File: src/rtl/instruction_fetch_pkg.sv
// Shared definitions for the instruction fetch stage.
// Default widths, FSM encodings and queue-entry helpers.
package instruction_fetch_pkg;

  localparam int AW_DEF = 8;
  localparam int IW_DEF = 16;
  localparam int DEPTH_DEF = 2;

  localparam logic [1:0] S_IDLE = 2'd0;
  localparam logic [1:0] S_RUN  = 2'd1;
  localparam logic [1:0] S_HALT = 2'd2;

  function automatic int cnt_w(input int depth);
    return $clog2(depth + 1);
  endfunction

endpackage

File: src/rtl/instruction_fetch_queue.sv
// Prefetch FIFO holding {fetch address, instruction word} pairs.
// Synchronous clear wins over push/pop; push and pop may coincide.
module instruction_fetch_queue
  import instruction_fetch_pkg::*;
#(
  parameter int W     = AW_DEF + IW_DEF,
  parameter int DEPTH = DEPTH_DEF,
  parameter int CW    = cnt_w(DEPTH)
) (
  input  logic          clk,
  input  logic          rst,
  input  logic          clear,
  input  logic          push,
  input  logic          pop,
  input  logic [W-1:0]  wdata,
  output logic [W-1:0]  rdata,
  output logic [CW-1:0] count,
  output logic          full,
  output logic          empty
);

  localparam int PW = $clog2(DEPTH);

  logic [W-1:0]  mem [DEPTH];
  logic [PW-1:0] wr_ptr;
  logic [PW-1:0] rd_ptr;

  assign rdata = mem[rd_ptr];
  assign full  = (count == CW'(DEPTH));
  assign empty = (count == '0);

  always_ff @(posedge clk or posedge rst) begin
    if (rst) begin
      wr_ptr <= '0;
      rd_ptr <= '0;
      count  <= '0;
    end else if (clear) begin
      wr_ptr <= '0;
      rd_ptr <= '0;
      count  <= '0;
    end else begin
      if (push)
        wr_ptr <= wr_ptr + PW'(1);
      if (pop)
        rd_ptr <= rd_ptr + PW'(1);
      unique case ({push, pop})
        2'b10:   count <= count + CW'(1);
        2'b01:   count <= count - CW'(1);
        default: count <= count;
      endcase
    end
  end

  // Storage needs no reset: nothing is read until count says so.
  always_ff @(posedge clk) begin
    if (push && !clear)
      mem[wr_ptr] <= wdata;
  end

endmodule

File: src/rtl/instruction_fetch.sv
// Fetch stage: drives PC enable, reads instruction memory and
// queues {pc, instr} for decode over a valid/ready handshake.
module instruction_fetch
  import instruction_fetch_pkg::*;
#(
  parameter int AW    = AW_DEF,
  parameter int IW    = IW_DEF,
  parameter int DEPTH = DEPTH_DEF
) (
  input  logic          clk,
  input  logic          rst,
  input  logic [AW-1:0] pc_in,
  output logic          pc_enable,
  input  logic          flush,
  input  logic          halt,
  output logic          mem_rd_en,
  output logic [AW-1:0] mem_addr,
  input  logic [IW-1:0] mem_rdata,
  output logic          instr_valid,
  input  logic          instr_ready,
  output logic [IW-1:0] instr,
  output logic [AW-1:0] instr_pc
);

  localparam int CW = cnt_w(DEPTH);
  localparam int EW = AW + IW;

  logic [1:0]    state;
  logic [1:0]    state_nx;
  logic          inflight;
  logic [AW-1:0] addr_q;
  logic [CW-1:0] count;
  logic          full;
  logic          empty;
  logic [EW-1:0] head;
  logic          pop;
  logic          push;
  logic          room;
  logic          issue;
  logic [CW:0]   credit;

  assign instr_valid = !empty && !flush;
  assign pop         = instr_valid && instr_ready;
  assign push        = inflight && !flush;

  // Occupancy the queue would reach once the pending read lands.
  assign credit = {1'b0, count}
                + (CW+1)'(inflight)
                - (CW+1)'(pop);
  assign room   = !full || pop;

  assign issue = (state == S_RUN)
              && !halt
              && !flush
              && room
              && (credit < (CW+1)'(DEPTH));

  assign pc_enable = issue;
  assign mem_rd_en = issue;
  assign mem_addr  = issue ? pc_in : '0;

  assign instr    = empty ? '0 : head[IW-1:0];
  assign instr_pc = empty ? '0 : head[EW-1:IW];

  always_comb begin
    state_nx = state;
    unique case (state)
      S_IDLE:  state_nx = S_RUN;
      S_RUN:   if (halt) state_nx = S_HALT;
      S_HALT:  if (!halt) state_nx = S_RUN;
      default: state_nx = S_IDLE;
    endcase
  end

  always_ff @(posedge clk or posedge rst) begin
    if (rst) begin
      state    <= S_IDLE;
      inflight <= 1'b0;
      addr_q   <= '0;
    end else begin
      state    <= state_nx;
      inflight <= issue;
      if (issue)
        addr_q <= pc_in;
    end
  end

  instruction_fetch_queue #(
    .W     (EW),
    .DEPTH (DEPTH),
    .CW    (CW)
  ) u_queue (
    .clk   (clk),
    .rst   (rst),
    .clear (flush),
    .push  (push),
    .pop   (pop),
    .wdata ({addr_q, mem_rdata}),
    .rdata (head),
    .count (count),
    .full  (full),
    .empty (empty)
  );

endmodule
File: config.mk
export PLATFORM = sky130hd
export DESIGN_NAME = instruction_fetch
export DESIGN_NICKNAME = d
export VERILOG_FILES = /design/src/rtl/instruction_fetch_pkg.sv /design/src/rtl/instruction_fetch_queue.sv /design/src/rtl/instruction_fetch.sv
export SDC_FILE = /design/constraint.sdc
export NUM_CORES = 1
export LEC_CHECK = 0
export ABC_CLOCK_PERIOD_IN_PS = 4800
export BUFFER_PORTS_ARGS = -buffer_cell sky130_fd_sc_hd__buf_2
export CAP_MARGIN = 40
export CORE_MARGIN = 2
export CORE_UTILIZATION = 40
export CTS_CLUSTER_DIAMETER = 100
export DETAILED_ROUTE_END_ITERATION = 12
export GPL_TIMING_DRIVEN = 0
export SYNTH_ARGS = -nofsm -noshare
export SYNTH_HDL_FRONTEND = slang
export SYNTH_SLANG_ARGS = --single-unit
File: constraint.sdc
create_clock -name clk -period 4.8 [get_ports clk]
set_input_delay 0.72 -clock clk [delete_from_list [all_inputs] [get_ports clk]]
set_output_delay 0.72 -clock clk [all_outputs]
set_load 0.05 [all_outputs]
* Word level (Yosys, flattened, before mapping) *
Memories as Yosys holds them, arrays and structs flattened.
Cells that the tools add are included.

storage, ports and cells
  bits in registers = 15
  RAM bits = 48
  input port bits = 29
  output and inout port bits = 35
  logic and storage cells = 54
  memories = 1

memories
  name         depth  width  rd ports  clocked after Yosys merged registers in  write ports  line                           source
  u_queue.mem  2      24     1         0                                        1            instruction_fetch_queue.sv:24  logic [W-1:0] mem [DEPTH];

cells by class
  add/sub/neg operators = 6
  order comparisons = 1
  eq/ne operators = 7
  multiplexer cells = 14
  reduce and logical (&&, ||, !) cells = 19

operator list
  cell                                                 count
  2-to-1 mux 16 bit                                    1
  2-to-1 mux 8 bit                                     2
  logical AND 1 bit                                    8
  equality test 2 bit, second input constant           3
  2-to-1 mux 1 bit                                     6
  2-to-1 mux 2 bit                                     3
  case mux 2 bit (3 select lines)                      1
  equality test 2 x 1 -> 1 bit, second input constant  2
  zero test 1 bit                                      4
  zero test 2 bit                                      2
  != test 2 bit, second input constant                 2
  case mux 2 bit (2 select lines)                      1
  nonzero test 2 bit                                   2
  adder 2 x 1 -> 3 bit                                 1
  < comparator 3 x 2 -> 1 bit, second input constant   1
  nonzero test 3 bit                                   1
  subtractor 3 x 1 -> 3 bit                            1
  adder 1 bit, second input constant                   2
  adder 2 x 1 -> 2 bit, second input constant          1
  AND reduction 2 bit                                  1
  subtractor 2 x 1 -> 2 bit, second input constant     1
  logical OR 1 bit                                     1

* Logic depth before layout (Yosys ltp) *
  word-level depth = 8
  depth in mapped cells = 12
  mapped depth without buffers = 10

* Hierarchy *
A second synthesis with hierarchy kept.

second synthesis, totals
  cell total of the unflattened synthesis = 169
  area total of the unflattened synthesis = 2805.2 um^2

modules (own cells, without submodules)
  module                   times used  cells each  area an instance (um^2)  seq. area each (um^2)
  instruction_fetch_queue  1           97          2048.2                   1541.5
  instruction_fetch        1           72          757.0                    275.3

* Worst setup path after synthesis *
Ideal clock, no wire load.

  kind = input -> output
  from = in flush
  to = out mem_addr[1]
  arrival time = 4143 ps
  data required time = 4080 ps
  setup slack = -63 ps
  stages = 11
  buffers on the path = 2
  path through = buf_6 > nor2_1 > and2_1 > ha_1 > nand2b_1 > fa_1 > nand2_1 > or4_4 > a311oi_4 > buf_6 > and2_1

between the ends
  word-level cells in the longest chain between the ends = 7
  elaborated cells between the ends (all ways) = 10
  classes of those cells = add/sub (1); order compare (1); mux (1); reduce/logical (7)

RTL lines
  item                                                              line                                              source
  from (decl)                                                       instruction_fetch.sv:14                           input logic flush,
  zero test 1 bit *                                                 instruction_fetch.sv:42                           assign instr_valid = !empty && !flush;
  logical AND 1 bit *                                               instruction_fetch.sv:42
  named net instr_valid                                             instruction_fetch.sv:19                           output logic instr_valid,
  logical AND 1 bit *                                               instruction_fetch.sv:43                           assign pop = instr_valid && instr_ready;
  subtractor 3 x 1 -> 3 bit or logical OR 1 bit (tied branches)     instruction_fetch.sv:49, instruction_fetch.sv:50
  < comparator 3 x 2 -> 1 bit or logical AND 1 bit (tied branches)  instruction_fetch.sv:56, instruction_fetch.sv:55
  logical AND 1 bit *                                               instruction_fetch.sv:56                           && (credit < (CW+1)'(DEPTH));
  named net mem_rd_en                                               instruction_fetch.sv:16                           output logic mem_rd_en,
  2-to-1 mux 8 bit *                                                instruction_fetch.sv:60                           assign mem_addr = issue ? pc_in : '0;
  to (decl)                                                         instruction_fetch.sv:17                           output logic [AW-1:0] mem_addr,

Mark *: on every way through the listed nets, which the timed path passes. The rest lies on a longest branch.

* Final worst setup path *
  from = reg u_queue.count[1]
  to = out mem_addr[3]

between the ends
  word-level cells in the longest chain between the ends = 8
  elaborated cells between the ends (all ways) = 13
  classes of those cells = add/sub (2); order compare (1); eq/ne (1); mux (1); reduce/logical (8)

RTL lines
  item                                                              line                                              source
  from (decl)                                                       instruction_fetch_queue.sv:17                     output logic [CW-1:0] count,
  from (signal assigned)                                            instruction_fetch_queue.sv:47                     2'b10: count <= count + CW'(1);
  from (signal assigned)                                            instruction_fetch_queue.sv:48                     2'b01: count <= count - CW'(1);
  from (signal assigned)                                            instruction_fetch_queue.sv:49                     default: count <= count;
  zero test 2 bit                                                   instruction_fetch_queue.sv:30                     assign empty = (count == '0);
  zero test 1 bit                                                   instruction_fetch.sv:42
  logical AND 1 bit                                                 instruction_fetch.sv:42
  logical AND 1 bit                                                 instruction_fetch.sv:43
  subtractor 3 x 1 -> 3 bit or logical OR 1 bit (tied branches)     instruction_fetch.sv:49, instruction_fetch.sv:50
  < comparator 3 x 2 -> 1 bit or logical AND 1 bit (tied branches)  instruction_fetch.sv:56, instruction_fetch.sv:55
  logical AND 1 bit *                                               instruction_fetch.sv:56
  2-to-1 mux 8 bit *                                                instruction_fetch.sv:60

Mark *: on every way between the ends. The rest lies on a longest branch, timed or not.

==> metrics <==
proportion of register bits with asynchronous set or reset after synthesis=between 20% and 30%; final instance area=~3300 um2; Startpoint Class=flip-flop; startpoint-to-endpoint class of the critical path=reg2out; main combinational cell family by area after synthesis=multiplexers; Wirelength per Cell=approximately 13 um; proportion of synthesized area in mux cells=approximately 13%; Synth Area in XOR/XNOR=under 10%; Top FF cell, synth=edfxtp_1; Critical Path AT=3.86 ns; average instance area after synthesis=15.2 um2; number of antenna violations at the first check in global routing=0; Post-DP HPWL=around 3100 um; area used by sequential logic in the layout=around 1800 um2; clock skew after layout=roughly 0.006 ns; area taken by multi-input logic gates=727 um2; number of DRC violations after detailed-routing iteration 0=80; count of warnings emitted by yosys=0; number of nets at the end of the flow=around 280; post-synthesis register bit count=63; largest buffer count on any clock path=2; number of pins with negative max-slew slack in the final report=0; Final setup violation count=0; placeable core region=between 6000 and 7000 um2; critical path fanouts, max=12; Synth Area in Compound Gates=2.07%; CTS H-Tree Depth=3; post-synthesis instance area=2600 um2; aggregate global-route resource usage=about an eighth; total count of hold-check failures in the final report=0; DR vias/cell=4.58; clock buffer count from CTS=9; Die Wd=roughly 85 um; P_leak=1.32 nW; share of the yosys chip area belonging to registers=69.9%; wire length of the first global-routing pass=roughly 6800 um; max capacitance violation total=0; number of nets produced by synthesis=~200; total power after layout=about 1.4 mW; number of clock sinks seen by CTS=63; diode insertion count for antenna repair=0; power density over the cells=between 400 and 500 nW/um2; via count of the first global-routing pass=1,432; number of instances in the synthesized netlist=around 170; clock latency reported for the late side of the worst-skew pair=~0.33 ns; Post-DP Area=~3000 um2; outcome=finished clean; minimum clock period=about 4.6 ns; pin count of the biggest net entering global routing=16; initial cell density of the core=about two fifths; Die ar.=7150 um2; Cell variety after synth=28; cell types with the highest counts after synthesis=48 x edfxtp_1, 30 x nor2_1, 24 x mux2i_1; cell types occupying the most area after synthesis=edfxtp_1 55%, dfrtp_1 14%, mux2i_1 9.2%, nor2_1 4.3%, mux2_2 3.0%; share of final-layout standard cells stronger than drive strength 1=40.0%; CP startpoint=u_queue.count[1]; Final ANT Viol Nets=0; CTS root buffer=clkbuf_8; TritonCTS clock tree=done; biggest area consumer among synthesized cells=edfxtp_1; final weighted congestion in routability-driven placement=0.770; nature of the critical path endpoint=output port; peak clock frequency supported by timing=roughly 220 MHz; CP required=4.08 ns; basic-gate share of the synthesized area counting and, or, nand and nor cells=9.73%; clock-pin transition on the worst setup and hold timing paths=roughly 0.070 ns; DRC violations left=0; count of pins on the block boundary=64; number of vias in the routed layout=roughly 1,500; row count=29; 1st-pass router iterations=4; Routed Wire Length=about 4400 um; headroom to the max-slew limit=43.4%; total congestion overflow=0; Min-Delay Path Class=in2async; area fraction of the dominant cell type after synthesis=roughly 55%; fill cell total of the finished layout=about 560; P&R area growth vs syn=25.3%; Post-synth EDFFs=48; number of buffers inserted by port buffering=just over 60; final worst path period share=between 90% and 100%; flop2flop setup slack=approximately 1.2 ns; adder-cell share of the synthesized area=under 10%; launch instance of the worst register-to-register path=u_queue.count[1]; height of the die=between 80 and 90 um; most used standard cell by instance count after synthesis=edfxtp_1; Peak supply drop=between 200 and 300 uV; slew at the pin closest to its max-slew limit=~0.85 ns
## critical path, cell delays in order (launching register included)
cell and delay [ns]:
dfrtp_1 0.40, clkbuf_1 0.22, nor2_2 0.35, nor2_2 0.06, and2_1 0.16, ha_1 0.25
nand2b_1 0.15, fa_1 0.49, nand2_1 0.05, or4_4 0.43, a311oi_4 0.39, buf_6 0.20
and2_2 0.14, buf_2 0.25
## placed cells by master (no fill, tap or decap), types with 2 or more instances in the layout
cell / n
a21oi_1: 2
and2_1: 6
and2_2: 4
buf_2: 62
buf_4: 4
buf_6: 4
clkbuf_1: 9
clkbuf_8: 9
clkinv_2: 4
dfrtp_1: 15
edfxtp_1: 48
inv_1: 2
mux2_2: 7
mux2i_1: 24
nand2b_1: 2
nor2_1: 28
nor2_2: 2
nor2b_1: 3
o21ai_0: 2
xor2_1: 4
## power by group
group | switching [mW] | leakage, nW | internal [mW]
sequential | 0.0409 | 0.621 | 0.675
combinational | 0.183 | 0.598 | 0.116
clock | 0.184 | 0.0968 | 0.236
total | 0.408 | 1.32 | 1.03
## worst paths after layout
kind / to / cells after the start
worst max-delay path: mem_addr[3] / 13
worst min-delay path: state[0] / 2
worst max register to register: addr_q[3] / 12
worst min register to register: u_queue.mem[1][16] / 0
max in group asynchronous: u_queue.wr_ptr / 2
min in group clk: u_queue.mem[1][16] / 0
## registers in the layout, summed over array words and instances, names as in the netlist
signal          cells
inflight            1
u_queue.rd_ptr      1
u_queue.mem        48
state               2
u_queue.wr_ptr      1
u_queue.count       2
addr_q              8
## cells by family (layout without fill, tap and decap cells)
| group | after synthesis | in the layout |
|---|---|---|
| buffers and inverters | 12 | 96 |
| flip-flops | 63 | 63 |
| XOR/XNOR | 5 | 5 |
| AND/OR/NAND/NOR | 51 | 51 |
| multiplexers | 32 | 32 |
| AO/OA/AOI/OAI | 6 | 6 |
| adder cells (fa/ha/maj) | 2 | 2 |
## area by class of cell
cell class	instances	area share, %
tap	77	2.96
clock buffer	11	4.04
inverter	2	0.231
timing repair buffer	68	11.4
multi-input combinational	96	22.3
clock inverter	5	1.54
sequential	63	55.8
buffer	10	1.73
## what timing repair did
item	CTS	global route
endpoints found under the setup margin	9	9
resized for setup	1	0
gates cloned	0	0
hold buffers	0	0
setup buffers	0	3
pin swaps	0	1
## metal layers
metal	vias up	global-route usage, %	wire length (um)
met5	-	0	0
met4	0	6.93	102
met3	12	3.44	200
met2	44	20.4	2080
met1	704	15.8	1990
li1	760	-	-
## per-stage QoR
| stage | cells | hold slack [ns] | setup TNS (ns) | utilization (%) | setup WS [ns] |
|---|---|---|---|---|---|
| 2_1_floorplan | 171 | 0.438 | 0 | - | 0.194 |
| 3_3_place_gp | 310 | 0.457 | 0 | 47.6 | 0.300 |
| 3_5_place_dp | 313 | 0.458 | 0 | 48.3 | 0.273 |
| 4_1_cts | 329 | 0.467 | 0 | 51.2 | 0.0521 |
| 5_1_grt | 332 | 0.482 | -0.0231 | 51.6 | -0.0102 |
| 6_report | 332 | 0.445 | 0 | 51.6 | 0.221 |
(Power assumes the default switching activity.)
